[src/rtl/uart_pkg.sv]
// uart_pkg
//   Shared types and widths for the UART transmit/receive buffering blocks.
//   - WORD_W / BYTE_W / LEN_W : word, byte and byte-count field widths
//   - tx_entry_t              : one queued transmit entry {len, data}
//   - ser_state_t             : byte serializer state
package uart_pkg;

    localparam int WORD_W  = 32;
    localparam int BYTE_W  = 8;
    localparam int LEN_W   = 2;
    localparam int ENTRY_W = LEN_W + WORD_W;

    // len holds (byte count - 1); bytes leave LSB first.
    typedef struct packed {
        logic [LEN_W-1:0]  len;
        logic [WORD_W-1:0] data;
    } tx_entry_t;

    typedef enum logic [1:0] {
        IDLE  = 2'd0,
        SEND  = 2'd1,
        GUARD = 2'd2
    } ser_state_t;

endpackage

[src/rtl/sync_fifo.sv]
// sync_fifo
//   Single-clock FIFO of 2**DEPTH_LOG2 entries. The head entry is presented
//   straight from the storage registers, so o_rd_data is valid whenever
//   o_empty is low and a pop simply advances the read pointer.
// Ports:
//   i_clock, i_reset  : clock, asynchronous active-high reset
//   i_wr_en/i_wr_data : push (ignored while full)
//   i_rd_en/o_rd_data : pop (ignored while empty) / current head
//   o_full, o_empty   : status from the registered pointers
//   o_level           : occupancy, 0 .. 2**DEPTH_LOG2
module sync_fifo #(
    parameter int WIDTH      = 8,
    parameter int DEPTH_LOG2 = 4
) (
    input  logic                  i_clock,
    input  logic                  i_reset,
    input  logic                  i_wr_en,
    input  logic [WIDTH-1:0]      i_wr_data,
    input  logic                  i_rd_en,
    output logic [WIDTH-1:0]      o_rd_data,
    output logic                  o_full,
    output logic                  o_empty,
    output logic [DEPTH_LOG2:0]   o_level
);

    localparam int                DEPTH   = 1 << DEPTH_LOG2;
    localparam logic [DEPTH_LOG2:0] PTR_ONE = 1;

    logic [WIDTH-1:0]    r_mem [DEPTH];
    logic [DEPTH_LOG2:0] r_wr_ptr;
    logic [DEPTH_LOG2:0] r_rd_ptr;
    logic                w_wr;
    logic                w_rd;

    // Pointers carry one extra wrap bit: equal pointers mean empty, equal
    // low bits with differing wrap bits mean full.
    assign o_empty = (r_wr_ptr == r_rd_ptr);
    assign o_full  = (r_wr_ptr[DEPTH_LOG2] != r_rd_ptr[DEPTH_LOG2]) &&
                     (r_wr_ptr[DEPTH_LOG2-1:0] == r_rd_ptr[DEPTH_LOG2-1:0]);
    assign o_level = r_wr_ptr - r_rd_ptr;

    assign w_wr = i_wr_en && !o_full;
    assign w_rd = i_rd_en && !o_empty;

    always_ff @(posedge i_clock or posedge i_reset) begin
        if (i_reset) begin
            r_wr_ptr <= '0;
            r_rd_ptr <= '0;
        end else begin
            if (w_wr) r_wr_ptr <= r_wr_ptr + PTR_ONE;
            if (w_rd) r_rd_ptr <= r_rd_ptr + PTR_ONE;
        end
    end

    // Storage is not reset; only the pointers define what is valid.
    always_ff @(posedge i_clock) begin
        if (w_wr) r_mem[r_wr_ptr[DEPTH_LOG2-1:0]] <= i_wr_data;
    end

    assign o_rd_data = r_mem[r_rd_ptr[DEPTH_LOG2-1:0]];

endmodule

[src/rtl/uart_tx_buffer.sv]
// uart_tx_buffer
//   Front end for the byte-wide UartTx. Two producers (A = DMA, B = MCH)
//   offer {len, word} entries over valid/ready; A wins a same-cycle
//   collision. Entries queue in a sync_fifo and a serializer feeds the
//   word to UartTx one byte per frame, LSB first, never while it is busy.
// Ports:
//   clock, reset             : clock, asynchronous active-high reset
//   a_valid/a_data/a_len     : producer A offer (len = bytes - 1)
//   a_ready                  : A accepted this cycle when valid && ready
//   b_valid/b_data/b_len     : producer B offer
//   b_ready                  : B accept (low whenever A is offering)
//   tx_busy                  : UartTx busy
//   tx_start, sdata          : registered one-cycle start pulse + byte
//   level                    : FIFO occupancy
//   idle                     : nothing queued, serializer idle, UartTx idle
module uart_tx_buffer
    import uart_pkg::*;
#(
    parameter int DEPTH_LOG2   = 4,
    parameter int GUARD_CYCLES = 1
) (
    input  logic                  clock,
    input  logic                  reset,
    input  logic                  a_valid,
    input  logic [WORD_W-1:0]     a_data,
    input  logic [LEN_W-1:0]      a_len,
    output logic                  a_ready,
    input  logic                  b_valid,
    input  logic [WORD_W-1:0]     b_data,
    input  logic [LEN_W-1:0]      b_len,
    output logic                  b_ready,
    input  logic                  tx_busy,
    output logic                  tx_start,
    output logic [BYTE_W-1:0]     sdata,
    output logic [DEPTH_LOG2:0]   level,
    output logic                  idle
);

    localparam int GW    = (GUARD_CYCLES < 1) ? 1 : $clog2(GUARD_CYCLES + 1);
    localparam int REM_W = LEN_W + 1;

    // ---------------- intake arbitration ----------------
    logic         w_full;
    logic         w_empty;
    logic         w_a_ready;
    logic         w_b_ready;
    logic         w_wr_en;
    tx_entry_t    w_wr_entry;
    logic [ENTRY_W-1:0] w_rd_raw;
    tx_entry_t    w_head;
    logic         w_pop;

    // Ready depends only on the registered full flag and a_valid, so a pop
    // from a full FIFO opens a slot one cycle later, and B never sees its
    // own valid reflected back into its ready.
    assign w_a_ready = !w_full;
    assign w_b_ready = !w_full && !a_valid;
    assign w_wr_en   = (a_valid && w_a_ready) || (b_valid && w_b_ready);

    always_comb begin
        w_wr_entry = '{len: b_len, data: b_data};
        if (a_valid) w_wr_entry = '{len: a_len, data: a_data};
    end

    // ---------------- word FIFO ----------------
    sync_fifo #(
        .WIDTH      (ENTRY_W),
        .DEPTH_LOG2 (DEPTH_LOG2)
    ) u_fifo (
        .i_clock   (clock),
        .i_reset   (reset),
        .i_wr_en   (w_wr_en),
        .i_wr_data (w_wr_entry),
        .i_rd_en   (w_pop),
        .o_rd_data (w_rd_raw),
        .o_full    (w_full),
        .o_empty   (w_empty),
        .o_level   (level)
    );

    assign w_head = w_rd_raw;

    // ---------------- byte serializer ----------------
    ser_state_t          r_state;
    logic [WORD_W-1:0]   r_sh;
    logic [REM_W-1:0]    r_rem;
    logic [GW-1:0]       r_guard;
    logic                r_tx_start;
    logic [BYTE_W-1:0]   r_sdata;

    // The head is taken as soon as the serializer is idle, regardless of
    // tx_busy; the wait for the transmitter happens in SEND.
    assign w_pop = (r_state == IDLE) && !w_empty;

    always_ff @(posedge clock or posedge reset) begin
        if (reset) begin
            r_state    <= IDLE;
            r_sh       <= '0;
            r_rem      <= '0;
            r_guard    <= '0;
            r_tx_start <= 1'b0;
            r_sdata    <= '0;
        end else begin
            r_tx_start <= 1'b0;
            unique case (r_state)
                IDLE: begin
                    if (!w_empty) begin
                        r_sh    <= w_head.data;
                        r_rem   <= {1'b0, w_head.len} + REM_W'(1);
                        r_state <= SEND;
                    end
                end
                SEND: begin
                    if (!tx_busy) begin
                        r_tx_start <= 1'b1;
                        r_sdata    <= r_sh[BYTE_W-1:0];
                        r_sh       <= r_sh >> BYTE_W;
                        r_rem      <= r_rem - REM_W'(1);
                        r_guard    <= GW'(GUARD_CYCLES);
                        r_state    <= GUARD;
                    end
                end
                GUARD: begin
                    // tx_busy lags tx_start inside UartTx; during this
                    // window a low busy is stale and must not be trusted.
                    if (r_guard <= GW'(1)) begin
                        r_guard <= '0;
                        r_state <= (r_rem != '0) ? SEND : IDLE;
                    end else begin
                        r_guard <= r_guard - GW'(1);
                    end
                end
                default: r_state <= IDLE;
            endcase
        end
    end

    assign a_ready  = w_a_ready;
    assign b_ready  = w_b_ready;
    assign tx_start = r_tx_start;
    assign sdata    = r_sdata;
    assign idle     = w_empty && (r_state == IDLE) && !tx_busy;

endmodule

[config.mk]
export PLATFORM = sky130hd
export DESIGN_NAME = uart_tx_buffer
export DESIGN_NICKNAME = d
export VERILOG_FILES = /design/src/rtl/uart_pkg.sv /design/src/rtl/sync_fifo.sv /design/src/rtl/uart_tx_buffer.sv
export SDC_FILE = /design/constraint.sdc
export NUM_CORES = 1
export LEC_CHECK = 0
export ABC_AREA = 1
export BUFFER_PORTS_ARGS = -buffer_cell sky130_fd_sc_hd__buf_2
export CAP_MARGIN = 20
export CORE_ASPECT_RATIO = 0.75
export CORE_MARGIN = 2
export CORE_UTILIZATION = 35
export DETAILED_ROUTE_END_ITERATION = 6
export SYNTH_ARGS = -nofsm -noshare
export SYNTH_HDL_FRONTEND = slang
export SYNTH_HIERARCHICAL = 1
export SYNTH_SLANG_ARGS = --single-unit
[constraint.sdc]
create_clock -name clock -period 5.6 [get_ports clock]
set_clock_uncertainty 0.15 [all_clocks]
set_input_delay 0.84 -clock clock [delete_from_list [all_inputs] [get_ports clock]]
set_output_delay 0.84 -clock clock [all_outputs]
set_load 0.005 [all_outputs]
[Word level (Yosys, flattened, before mapping)]
Memories as Yosys holds them, arrays and structs flattened.
Cells that the tools add are included.
Operators by class
  add/subtract/negate cells: 6
  $mul: 0
  divide/modulo/power cells: 0
  $lt $le $gt $ge: 1
  equal/unequal tests: 8
  shift-type cells: 0
  multiplexer cells: 19
  bitwise logic cells: 1
  reductions and logical operators: 22
Operators by type and width (count)
  32-bit two-way mux: 2
  32-bit case mux with 2 select lines: 1
  34-bit two-way mux: 1
  5-bit by 1-bit adder with 5-bit output, second input constant: 2
  1-bit logical AND: 9
  1-bit two-way mux: 7
  2-bit two-way mux: 3
  3-bit two-way mux: 2
  2-bit != test, second input constant: 3
  2-bit case mux with 3 select lines: 1
  3-bit case mux with 2 select lines: 1
  3-bit AND reduction: 2
  5-bit == test: 1
  5-bit subtractor: 1
  4-bit == test: 1
  1-bit zero test: 4
  2-bit AND reduction: 2
  2-bit nonzero test: 2
  2-bit by 1-bit adder with 3-bit output, second input constant: 1
  3-bit nonzero test: 1
  3-bit by 1-bit subtractor with 3-bit output, second input constant: 1
  2-bit by 1-bit == test with 1-bit output, second input constant: 1
  2-bit == test, second input constant: 1
  2-bit zero test: 1
  6 further kinds: 6
Storage, ports and cells
  bits in registers: 57
  latch bits: 0
  bits in writable memories: 544
  ROM bits: 0
  input port bits: 73
  output and inout bits: 17
  logic and storage cells: 66
  memories kept: 1
Memory list
  u_fifo.r_mem: words 16, bits a word 34, read ports 1, clocked after Yosys merged registers in 0, wr ports 1, RTL line sync_fifo.sv:29  | logic [WIDTH-1:0] r_mem [DEPTH];

[Depth between registers and ports, before layout]
Gate-level depths: netlist (run 1).
  depth after elaboration: 9
  depth in mapped cells: 16

[Modules after synthesis]
The synthesis (run 1) kept the hierarchy.
By module, submodules not included
  sync_fifo: times used 1, cells each 2432, area an instance 24349.6 µm²
  uart_tx_buffer: times used 1, cells each 414, area an instance 2698.8 µm²

[Worst setup path after synthesis (run 1)]
Ideal clock, no wire load.
  path type: register to register
  start: register u_fifo.r_rd_ptr[2]
  end: memory u_fifo/r_mem[3][0] (netlist name) (enable)
  arrival: 4.023 ns
  slack: 0.960 ns
  stages on the path, launching flop included: 12
  buffers on the path: 2
  cell sequence: dfrtp_1 -> clkinv_1 -> clkbuf_1 -> ha_1 -> nand2_1 -> nor2_1 -> nand2_1 -> inv_1 -> nor2_1 -> nand2_1 -> buf_2 -> nor3_1
On the way
  longest elaborated chain between the ends: 9
  elaborated cells on any way between the ends: 10
  classes of those cells: eq/ne (1); mux (2); reduce/logical (7)
Ends and longest elaborated chain
  start: declaration: RTL line sync_fifo.sv:31  | logic [DEPTH_LOG2:0] r_rd_ptr;
  start signal: assignment: RTL line sync_fifo.sv:51  | if (w_rd) r_rd_ptr <= r_rd_ptr + PTR_ONE;
  4-bit == test (*): RTL line sync_fifo.sv:39  | (r_wr_ptr[DEPTH_LOG2-1:0] == r_rd_ptr[DEPTH_LOG2-1:0]);
  1-bit logical AND (*): RTL line sync_fifo.sv:38  | assign o_full = (r_wr_ptr[DEPTH_LOG2] != r_rd_ptr[DEPTH_LOG2]) &&
  named net w_full: RTL line uart_tx_buffer.sv:43  | logic w_full;
  1-bit zero test (*): RTL line uart_tx_buffer.sv:56, uart_tx_buffer.sv:57
  1-bit logical AND: RTL line uart_tx_buffer.sv:57  | assign w_b_ready = !w_full && !a_valid;
  1-bit logical AND: RTL line uart_tx_buffer.sv:58  | assign w_wr_en = (a_valid && w_a_ready) || (b_valid && w_b_ready);
  1-bit logical OR (*): RTL line uart_tx_buffer.sv:58
  named net w_wr_en: RTL line uart_tx_buffer.sv:47  | logic w_wr_en;
  1-bit logical AND (*): RTL line sync_fifo.sv:42  | assign w_wr = i_wr_en && !o_full;
  1-bit two-way mux (*): RTL line sync_fifo.sv:57  | if (w_wr) r_mem[r_wr_ptr[DEPTH_LOG2-1:0]] <= i_wr_data;
  1-bit two-way mux (implied by the code) (*): RTL line sync_fifo.sv:57
  end: declaration: RTL line sync_fifo.sv:29
Mark *: on every way through the listed nets, which the timed path passes. The rest lies on a longest branch.

[Worst setup path after layout (run 1)]
  start: register u_fifo.r_rd_ptr[1]
  end: memory u_fifo/r_mem[14][18] (netlist name) (enable)
The elaborated chain is that of the path after synthesis.

==> results.cfg, run 1 <==
[status]
status = finished clean

[setup_path]
critPathArrivalTime_ns = 4.39
r2r_start = u_fifo/r_rd_ptr[1]
critical_path.endpoint_type = flip-flop
start_kind = flip-flop
rrSetupSlack_ns = 1.37
r2r_cells = 12
r2r-end = u_fifo/r_mem[14][18]
path_max_fanout = 45
path_class = flip-flop to flip-flop
cp_data_required_time_ns = 5.77

[logic_synthesis]
yosys.area.top_type = edfxtp_1
synth_area_leaders = edfxtp_1, nand2_1, nand3_1, inv_1, dfrtp_1
synth_top_area_share_pct = 60.4
yosysSeqAreaShare_pct = 65.6
synth-compound-area-share_pct = 0.102
synthAdderAreaFrac_pct = 0.629
syn_area_per_cell_um2 = 9.50
muxShareOfSynthArea_pct = 0
synth-edff-count = 544
ys.flop_type = edfxtp_1
postSynth.asyncResetShare_pct = 9.33
syn_inst = 2846
synth_top_family_by_area = simple AND/OR/NAND/NOR gates
yosysWarnings = 6
yosysUniqueCellTypes = 23
netlist_area_um2 = 27000
synth_xor_area_share_pct = 0.421
synth_most_common_cell = nand2_1
synth_commonest_cells = nand2_1, edfxtp_1, inv_1
synth_fp_nets = 2932
ys_seq_elements = 600
synthSimpleGateAreaFrac_pct = 23.3

[clock_tree]
postCtsSetupBuffers = 0
cts_buffer_depth = 3
cts_tree = built
numClockSinks = 600
cts_resized = 0
cts_buffers = 55
path_clk_slew_ns = 0.06
clockRootBuffer = clkbuf_16
clk_latency_ns = 0.63
htree_levels = 2

[timing]
period_share_pct = 75.5
layout_min_cycle_time_ns = 4.23
holdWs_ns = 0.321
fmax_mhz = 236
slew_viol_final = 0
rsz0062_at_grt = false
worst_pin_slew_ns = 1.10
max-slew-margin-rel_pct = 26.8
setup_violations = 0
hold_viol = 0
setup_ws_ns = 1.37
fin_setup_tns_ns = 0

[detailed_routing]
drc = 0
dr.pass1.iters = 6
wirelength_um = 69900
ant_nets = 0
wire_per_inst_um = 17.6
first_iter_violations = 1910
via_per_inst = 4.64
vias = 18459

[finish]
fin_util_pct = 39.6
nFillCells = 7548
ff_latch_area_um2 = 17700
instances_no_fill = 3980
multiInputGateArea_um2 = 6730
area_delta_synth_final_pct = 12.3
final_nets = 2987
drive_above_1_share_pct = 7.78
antenna_cells = 0

[worst_hold_path]
holdPathEnd = sdata[2]
min_path_type = flip-flop to flip-flop
hold_start = r_sh[2]
hold_depth = 2

[grt]
grt_max_degree = 148
grt_pass1_vias = 17281
track_usage_pct = 17.4
grt_first_pass_wirelength_um = 106000
antenna_found_initial = 2
grt-ovfl-total = 0

[flow_run]
maxCapViolations = 0

[pwr]
p_comb_share_pct = 36.7
power.share.switching_pct = 40.0
leakage_uw = 0.0138
p_seq_share_pct = 39.7
p_per_area_nw_per_um2 = 503
p_int_uw = 9180
ir_worst_vdd_mv = 0.290
power_frac_clock_pct = 23.6
power_switching_uw = 6110

[floorplanning]
core_um2 = 76700
die_w_um = 325
dieArea_um2 = 79500
die_h_um = 245
io_pins = 90
start_util_pct = 35.2
fp-row-count = 88

[placed_design]
dpl.hpwl_um = 41700
portBuffers = 89
gp_congestion = 0.832
pre_cts_ws_ns = 1.40
dpl.cell_count = 3877
==> sequential cells by signal, indices dropped and copies added, names as in the netlist <==
signal	cells
r_rem	3
r_sh	32
r_state	2
sdata	8
tx_start	1
u_fifo/r_mem	544
u_fifo/r_rd_ptr	5
u_fifo/r_wr_ptr	5
==> logic make-up after synthesis <==
group,after synthesis
and+or+nand+nor,1539
buffers and inverters,676
DFF,600
xor gates and xnor gates,13
adders and majority gates,13
AOI/OAI and AO/OA,5
==> worst max path at each step <==
stage               slack (ns)  depth (start not counted)                from              endpoint
floorplan                 0.96                         11  u_fifo/r_rd_ptr[2]    u_fifo/r_mem[3][0]
global placement          1.45                         12  u_fifo/r_rd_ptr[1]   u_fifo/r_mem[0][27]
detailed placement        1.40                         12  u_fifo/r_rd_ptr[1]  u_fifo/r_mem[14][27]
CTS                       1.33                          9  u_fifo/r_rd_ptr[1]                  idle
global route              1.14                         12  u_fifo/r_rd_ptr[1]  u_fifo/r_mem[14][27]
finish                    1.37                         12  u_fifo/r_rd_ptr[1]  u_fifo/r_mem[14][18]
==> critical path, stage by stage (launching register included) <==
cell     delay (ns)
dfrtp_4        0.69
inv_4          0.49
ha_1           0.35
nand2_1        0.07
nor2_1         0.05
nand2_1        0.08
inv_1          0.08
nor2_1         0.12
nand2_1        0.29
inv_1          0.27
nand2_1        0.27
nor2_4         0.63
buf_4          0.35
==> per-stage QoR <==
step                      cell area, µm²  total power, µW
after floorplan                    27000             9770
after global placement             28700            11600
after detailed placement           28700            11700
after CTS                          30300            15300
after global routing               30400            16200
final                              30400            15300
==> what timing repair did <==
item,in CTS,in global routing
endpoints found under the setup margin,0,0
hold buffers,0,1
hold endpoints to repair,0,3
==> per-layer routing <==
metal | share of wire (%) | global-route usage (%) | routed length [µm] | vias to the layer above
li1 | - | - | - | 9026
met1 | 47 | 25.8 | 33200 | 8735
met2 | 42 | 25.5 | 29200 | 627
met3 | 9.2 | 4.59 | 6420 | 71
met4 | 1.5 | 3.70 | 1030 | 0
met5 | 0 | 0 | 0 | -
==> power groups by stage <==
| stage | sequential (µW) | clock (µW) | combinational (µW) |
|---|---|---|---|
| after floorplan | 6010 | 0 | 3760 |
| after global placement | 6140 | 0 | 5500 |
| after detailed placement | 6160 | 0 | 5530 |
| after CTS | 6070 | 3690 | 5560 |
| after global routing | 6140 | 3870 | 6230 |
| final | 6070 | 3610 | 5600 |
==> area by class of cell <==
class                   instances  share of cell area, %
multi-input cells            1570                   22.2
repair buffers                131                   2.84
flip-flops and latches        600                   58.4
clock inverters                27                  0.717
inverters                     543                   6.74
clock buffers                  74                   4.84
well taps                    1035                   4.26
==> placed cells by master (no fill, tap or decap), types with 8 or more instances in the layout <==
| master | synthesis | layout |
|---|---|---|
| nand2_1 | 1105 | 1105 |
| dfrtp_1 | 56 | 53 |
| buf_12 | 0 | 8 |
| buf_2 | 96 | 89 |
| edfxtp_1 | 544 | 544 |
| inv_1 | 536 | 534 |
| ha_1 | 12 | 12 |
| clkbuf_16 | 0 | 56 |
| xor2_1 | 8 | 8 |
| nor2_4 | 0 | 14 |
| clkinv_1 | 4 | 16 |
| clkbuf_1 | 19 | 18 |
| buf_4 | 10 | 33 |
| nand3_1 | 407 | 407 |
(Power assumes the default switching activity.)
==> inputs of run 2 (changes only) <==
ABC_AREA = 0   (was 1)
clock period = 4.3 ns   (was 5.6 ns; I/O delays follow)
==> run 2 against run 1 <==
Compared with the run above: synthesized cell count is 60% lower; via count is 39% lower; worst hold slack got worse by 0.16 ns; first-iteration DRC count is 48% lower; power is 23% higher; core utilization rose by 0.91 points; setup slack worse by 0.47 ns; die area shrank 13%; clock-buffer cell count down 14; non-clock buffer count up 2; flip-flop and latch count is the same; combinational power rose by 7.7%; critical endpoint is now u_fifo/r_mem[14][22]; largest cell class unchanged.
==> results.cfg, run 2 <==
[detailed_routing]
wire_per_inst_um = 24.1
first_iter_violations = 1002
ant_nets = 0
vias = 11333
dr.pass1.iters = 5
wl_met3_um = 2870
wl_met2_um = 24700
via_per_inst = 5.19
drc = 0
wl_met1_um = 24200
top_layer = met4
wirelength_um = 52600

[floorplanning]
die_h_um = 229
core_um2 = 66700
dieArea_um2 = 69400
die_w_um = 304
fp-row-count = 82
start_util_pct = 35.3
io_pins = 90

[setup_path]
critical_path.endpoint_type = flip-flop
start_kind = flip-flop
cp_data_required_time_ns = 4.44
crit_buf_inv = 1
worstSetupPathDepth = 8
cpMostUsedCell = nor2_1
path_cells = ha_1, nand4_1, nor2_1, nor2_1, o21a_1, nand2_1, nor2_4, buf_12
critPathArrivalTime_ns = 3.54
critPathMaxStageDelay_ns = 0.71
r2r_cells = 8
slowest_stage = dfrtp_1
path_max_fanout = 21
crit_family = simple AND/OR/NAND/NOR gates
path_class = flip-flop to flip-flop

[logic_synthesis]
synth_commonest_cells = edfxtp_1, mux4_2, o22ai_1
ys.flop_type = edfxtp_1
synth_area_leaders = edfxtp_1, mux4_2, dfrtp_1, mux2_2, o22ai_1
synth_top_family_by_area = multiplexers
synthSimpleGateAreaFrac_pct = 2.20
postSynth.asyncResetShare_pct = 9.33
synth-compound-area-share_pct = 3.00
ys_seq_elements = 600
synth_xor_area_share_pct = 0.478
syn_inst = 1134
muxShareOfSynthArea_pct = 16.2
synth_top_area_share_pct = 69.4
netlist_area_um2 = 23600
yosys.area.top_type = edfxtp_1
yosysWarnings = 6
synth_fp_nets = 1220
yosysUniqueCellTypes = 39
yosysSeqAreaShare_pct = 75.3
syn_area_per_cell_um2 = 20.8
synth-edff-count = 544
synthAdderAreaFrac_pct = 0.723
synth_most_common_cell = edfxtp_1

[status]
status = finished clean

[grt]
grt_pass1_vias = 11820
grt-ovfl-total = 0
track_usage_pct = 15.3
antenna_found_initial = 0
grt_max_degree = 75
grt_first_pass_wirelength_um = 78800

[finish]
final_common_cell = edfxtp_1
area_delta_synth_final_pct = 14.6
largest_reg_flops = 544
final_nets = 1345
final_cell_mix = edfxtp_1, mux4_2, buf_2
drive_above_1_share_pct = 32.3
antenna_cells = 0
instances_no_fill = 2184

[clock_tree]
path_clk_slew_ns = 0.07
cts_tree = built
cts_buffers = 54
htree_levels = 2
numClockSinks = 600
clk_latency_ns = 0.61
clockRootBuffer = clkbuf_16
cts_buffer_depth = 3

[timing]
setup_violations = 0
period_share_pct = 79.2
worst_pin_slew_ns = 1.01
layout_min_cycle_time_ns = 3.40
slew_viol_final = 0
fin_setup_tns_ns = 0
hold_viol = 0
fmax_mhz = 294
rsz0062_at_grt = false
max-slew-margin-rel_pct = 32.3
holdWs_ns = 0.161

[pwr]
power_uw = 18800
power_frac_clock_pct = 25.5
leakage_uw = 0.00877
p_seq_share_pct = 42.4
p_per_area_nw_per_um2 = 695
power_switching_uw = 6070
power.share.switching_pct = 32.4
p_comb_share_pct = 32.1
p_int_uw = 12700
ir_worst_vdd_mv = 0.435

[placed_design]
gp_congestion = 0.798
portBuffers = 89
dpl.hpwl_um = 30900
dpl.cell_count = 2083

[worst_hold_path]
min_path_type = primary input to flip-flop
hold_depth = 2

[flow_run]
maxCapViolations = 0
[run 2: area by class of cell]
type,instances,area [µm²]
fill,5900,39700
multi-input combinational,453,5460
clock buffer,60,1370
clock inverter,39,394
timing repair buffer,133,853
sequential,600,17700
inverter,17,63.8
tap,882,1100
[run 2: layer usage]
metal | global-route usage, % | up-vias
li1 | - | 4927
met1 | 22.5 | 6024
met2 | 24.0 | 321
met3 | 2.92 | 61
met4 | 3.00 | 0
met5 | 0 | -
[run 2: timing repair]
action	4_1_cts	5_1_grt
gates resized for setup	0	0
endpoints found under the hold margin	10	0
buffers inserted	0	0
hold buffers	1	0
[run 2: path summary, 6_finish.rpt]
path | start | endpoint | slack, ns
max in group asynchronous | reset | sdata[7] | 2.88
setup reg to reg | u_fifo/r_wr_ptr[2] | u_fifo/r_mem[14][22] | 0.90
hold / removal | tx_busy | r_state[1] | 0.16
setup / recovery | u_fifo/r_wr_ptr[2] | u_fifo/r_mem[14][22] | 0.90
min in group asynchronous | reset | u_fifo/r_wr_ptr[2] | 0.44
hold reg to reg | sdata[0] | sdata[0] | 0.35
[run 2: power groups by stage]
stage	Combinational (µW)	Clock (µW)	Sequential [µW]
2_1_floorplan	4280	0	7880
3_3_place_gp	6030	0	8030
3_5_place_dp	6080	0	8070
4_1_cts	6110	4890	7960
5_1_grt	6530	5130	8050
6_report	6030	4790	7960
[run 2: stage by stage]
step                setup slack [ns]  utilization [%]  area [µm²]
finish                         0.896             40.5       27000
global route                   0.727             40.5       27000
CTS                            0.833             40.5       27000
detailed placement             0.950             37.8       25200
global placement               0.999             37.8       25200
floorplan                      0.321                -       23600
[run 2: worst register-to-register path, delay by kind of cell (launching register included)]
family / cells / cell delay, ns
and+or+nand+nor: 5 / 1.22
AOI/OAI and AO/OA: 1 / 0.30
DFF: 1 / 0.71
buffers and inverters: 1 / 0.28
adders and majority gates: 1 / 0.39
[run 2: cell families (layout without fill, tap and decap cells)]
family | Yosys count | after routing
adders and majority gates | 13 | 13
and+or+nand+nor | 109 | 109
muxes | 205 | 205
buffers and inverters | 81 | 249
DFF | 600 | 600
xor gates and xnor gates | 12 | 12
AOI/OAI and AO/OA | 114 | 114
==> inputs of run 3 (changes only) <==
clock period = 3 ns   (was 4.3 ns; I/O delays follow)
==> run 3 against run 2 <==
Compared with the run above: final cell count increased by 1.1%; first-iteration DRC count increased by 4.5%; routed wire length decreased by 0.23%; critical path depth unchanged; clock-buffer cell count increased by 8; sequential share of layout area decreased by 1.3 points; critical endpoint is now level[4]; die area unchanged; power increased by 44%; flip-flop and latch count unchanged; clock power increased by 33%; worst hold slack improved by 0.085 ns.
==> results.cfg, run 3 (same netlist as run 2, synthesis figures left out) <==
[floorplanning]
die_w_um = 304
die_h_um = 229
dieArea_um2 = 69400
io_pins = 90
start_util_pct = 35.3
fp-row-count = 82
core_um2 = 66700

[detailed_routing]
wire_per_inst_um = 23.8
drc = 0
wirelength_um = 52500
via_per_inst = 5.22
vias = 11526
dr.pass1.iters = 5
first_iter_violations = 1047
ant_nets = 0

[grt]
grt_first_pass_wirelength_um = 78000
track_usage_pct = 15.2
grt_pass1_vias = 11760
grt_max_degree = 74
grt-ovfl-total = 0
antenna_found_initial = 0

[pwr]
p_per_area_nw_per_um2 = 984
power_switching_uw = 8740
power.share.switching_pct = 32.2
p_comb_share_pct = 34.9
power_uw = 27100
ir_worst_vdd_mv = 0.694
p_seq_share_pct = 41.6
leakage_uw = 0.00894
p_int_uw = 18400
power_frac_clock_pct = 23.4

[timing]
fin_setup_tns_ns = 0
period_share_pct = 96.3
worst_pin_slew_ns = 0.773
setup_violations = 0
slew_viol_final = 0
hold_viol = 0
rsz0062_at_grt = false
layout_min_cycle_time_ns = 2.89
max-slew-margin-rel_pct = 48.4
fmax_mhz = 346

[finish]
final_cell_mix = edfxtp_1, mux4_2, buf_2
largest_reg_flops = 544
nFillCells = 5891
final_common_cell = edfxtp_1
final_nets = 1372
multiInputGateArea_um2 = 5560
area_delta_synth_final_pct = 17.0
antenna_cells = 0
drive_above_1_share_pct = 33.6
ff_latch_area_um2 = 17700

[setup_path]
path_cells = inv_2, ha_1, inv_1, fa_2, a21o_1, a21oi_2, xnor2_2, buf_2
r2r-end = u_fifo/r_mem[2][28]
critical_path.endpoint_type = output pin
critPathMaxStageDelay_ns = 0.39
path_class = flip-flop to output pin
rrSetupSlack_ns = 0.25
path_max_fanout = 3
slowest_stage = dfrtp_1
r2r_start = u_fifo/r_rd_ptr[2]
cp_data_required_time_ns = 2.40
start_kind = flip-flop
r2r_cells = 10
critPathArrivalTime_ns = 2.29

[worst_hold_path]
hold_depth = 2
min_path_type = primary input to flip-flop
hold_start = b_data[27]
holdPathEnd = u_fifo/r_mem[10][27]

[placed_design]
gp_congestion = 0.782
portBuffers = 89
dpl.hpwl_um = 31600

[clock_tree]
cts_buffers = 53
htree_levels = 2
numClockSinks = 600
clockRootBuffer = clkbuf_16
cts_tree = built
path_clk_slew_ns = 0.07
cts_buffer_depth = 3
clk_latency_ns = 0.60

[flow_run]
maxCapViolations = 0

[status]
status = finished clean
[run 3: timing repair]
| item | CTS | global route |
|---|---|---|
| pin swaps | 1 | 1 |
| setup endpoints to repair | 2 | 1 |
| endpoints found under the hold margin | 39 | 0 |
| resized for setup | 5 | 1 |
| setup buffers | 1 | 2 |
| hold buffers | 2 | 0 |
[run 3: how the worst max path moves through the flow]
stage / start / to / cells after the start
after floorplan: u_fifo/r_rd_ptr[1] / u_fifo/r_mem[0][0] / 12
after global placement: u_fifo/r_rd_ptr[2] / u_fifo/r_mem[1][33] / 10
after detailed placement: u_fifo/r_rd_ptr[2] / u_fifo/r_mem[2][25] / 10
after CTS: u_fifo/r_wr_ptr[0] / level[4] / 8
after global routing: u_fifo/r_rd_ptr[2] / idle / 6
final: u_fifo/r_wr_ptr[0] / level[4] / 8
[run 3: power groups by stage]
stage	combinational, µW	sequential [µW]	clock (µW)
after floorplan	6440	11300	0
after detailed placement	9530	11500	0
after global placement	9450	11400	0
final	9470	11300	6360
after global routing	10200	11400	6820
after CTS	9600	11300	6510
[run 3: critical path, delay by kind of cell (launching register included)]
| kind | cells | cell delay, ns |
|---|---|---|
| AO/OA/AOI/OAI | 2 | 0.37 |
| XOR/XNOR | 1 | 0.15 |
| adder cells (fa/ha/maj) | 2 | 0.50 |
| buffers and inverters | 3 | 0.29 |
| flip-flops | 1 | 0.39 |
[run 3: layout make-up]
type	count	area share [%]
sequential	600	64.4
inverter	17	0.263
multi-input combinational	453	20.2
clock buffer	68	5.02
timing repair buffer	161	5.37
tap	882	4.01
clock inverter	27	0.740
[run 3: per-layer routing]
metal / vias up / track usage (%) / wire (µm)
li1: 4989 / - / -
met1: 6152 / 21.8 / 23500
met2: 321 / 24.4 / 25400
met3: 64 / 2.41 / 2560
met4: 0 / 3.57 / 958
met5: - / 0 / 0
[run 3: through the flow]
| stage | utilization (%) | worst slack (ns) | area, µm² | std cells | hold slack (ns) |
|---|---|---|---|---|---|
| detailed placement | 38.8 | 0.272 | 25900 | 2108 | 0.337 |
| global placement | 38.8 | 0.271 | 25900 | 2108 | 0.333 |
| finish | 41.3 | 0.110 | 27600 | 2208 | 0.246 |
| CTS | 41.3 | 0.00928 | 27500 | 2206 | 0.220 |
| global route | 41.3 | 0.00200 | 27600 | 2208 | 0.280 |
| floorplan | - | -0.189 | 23800 | 1134 | 0.140 |
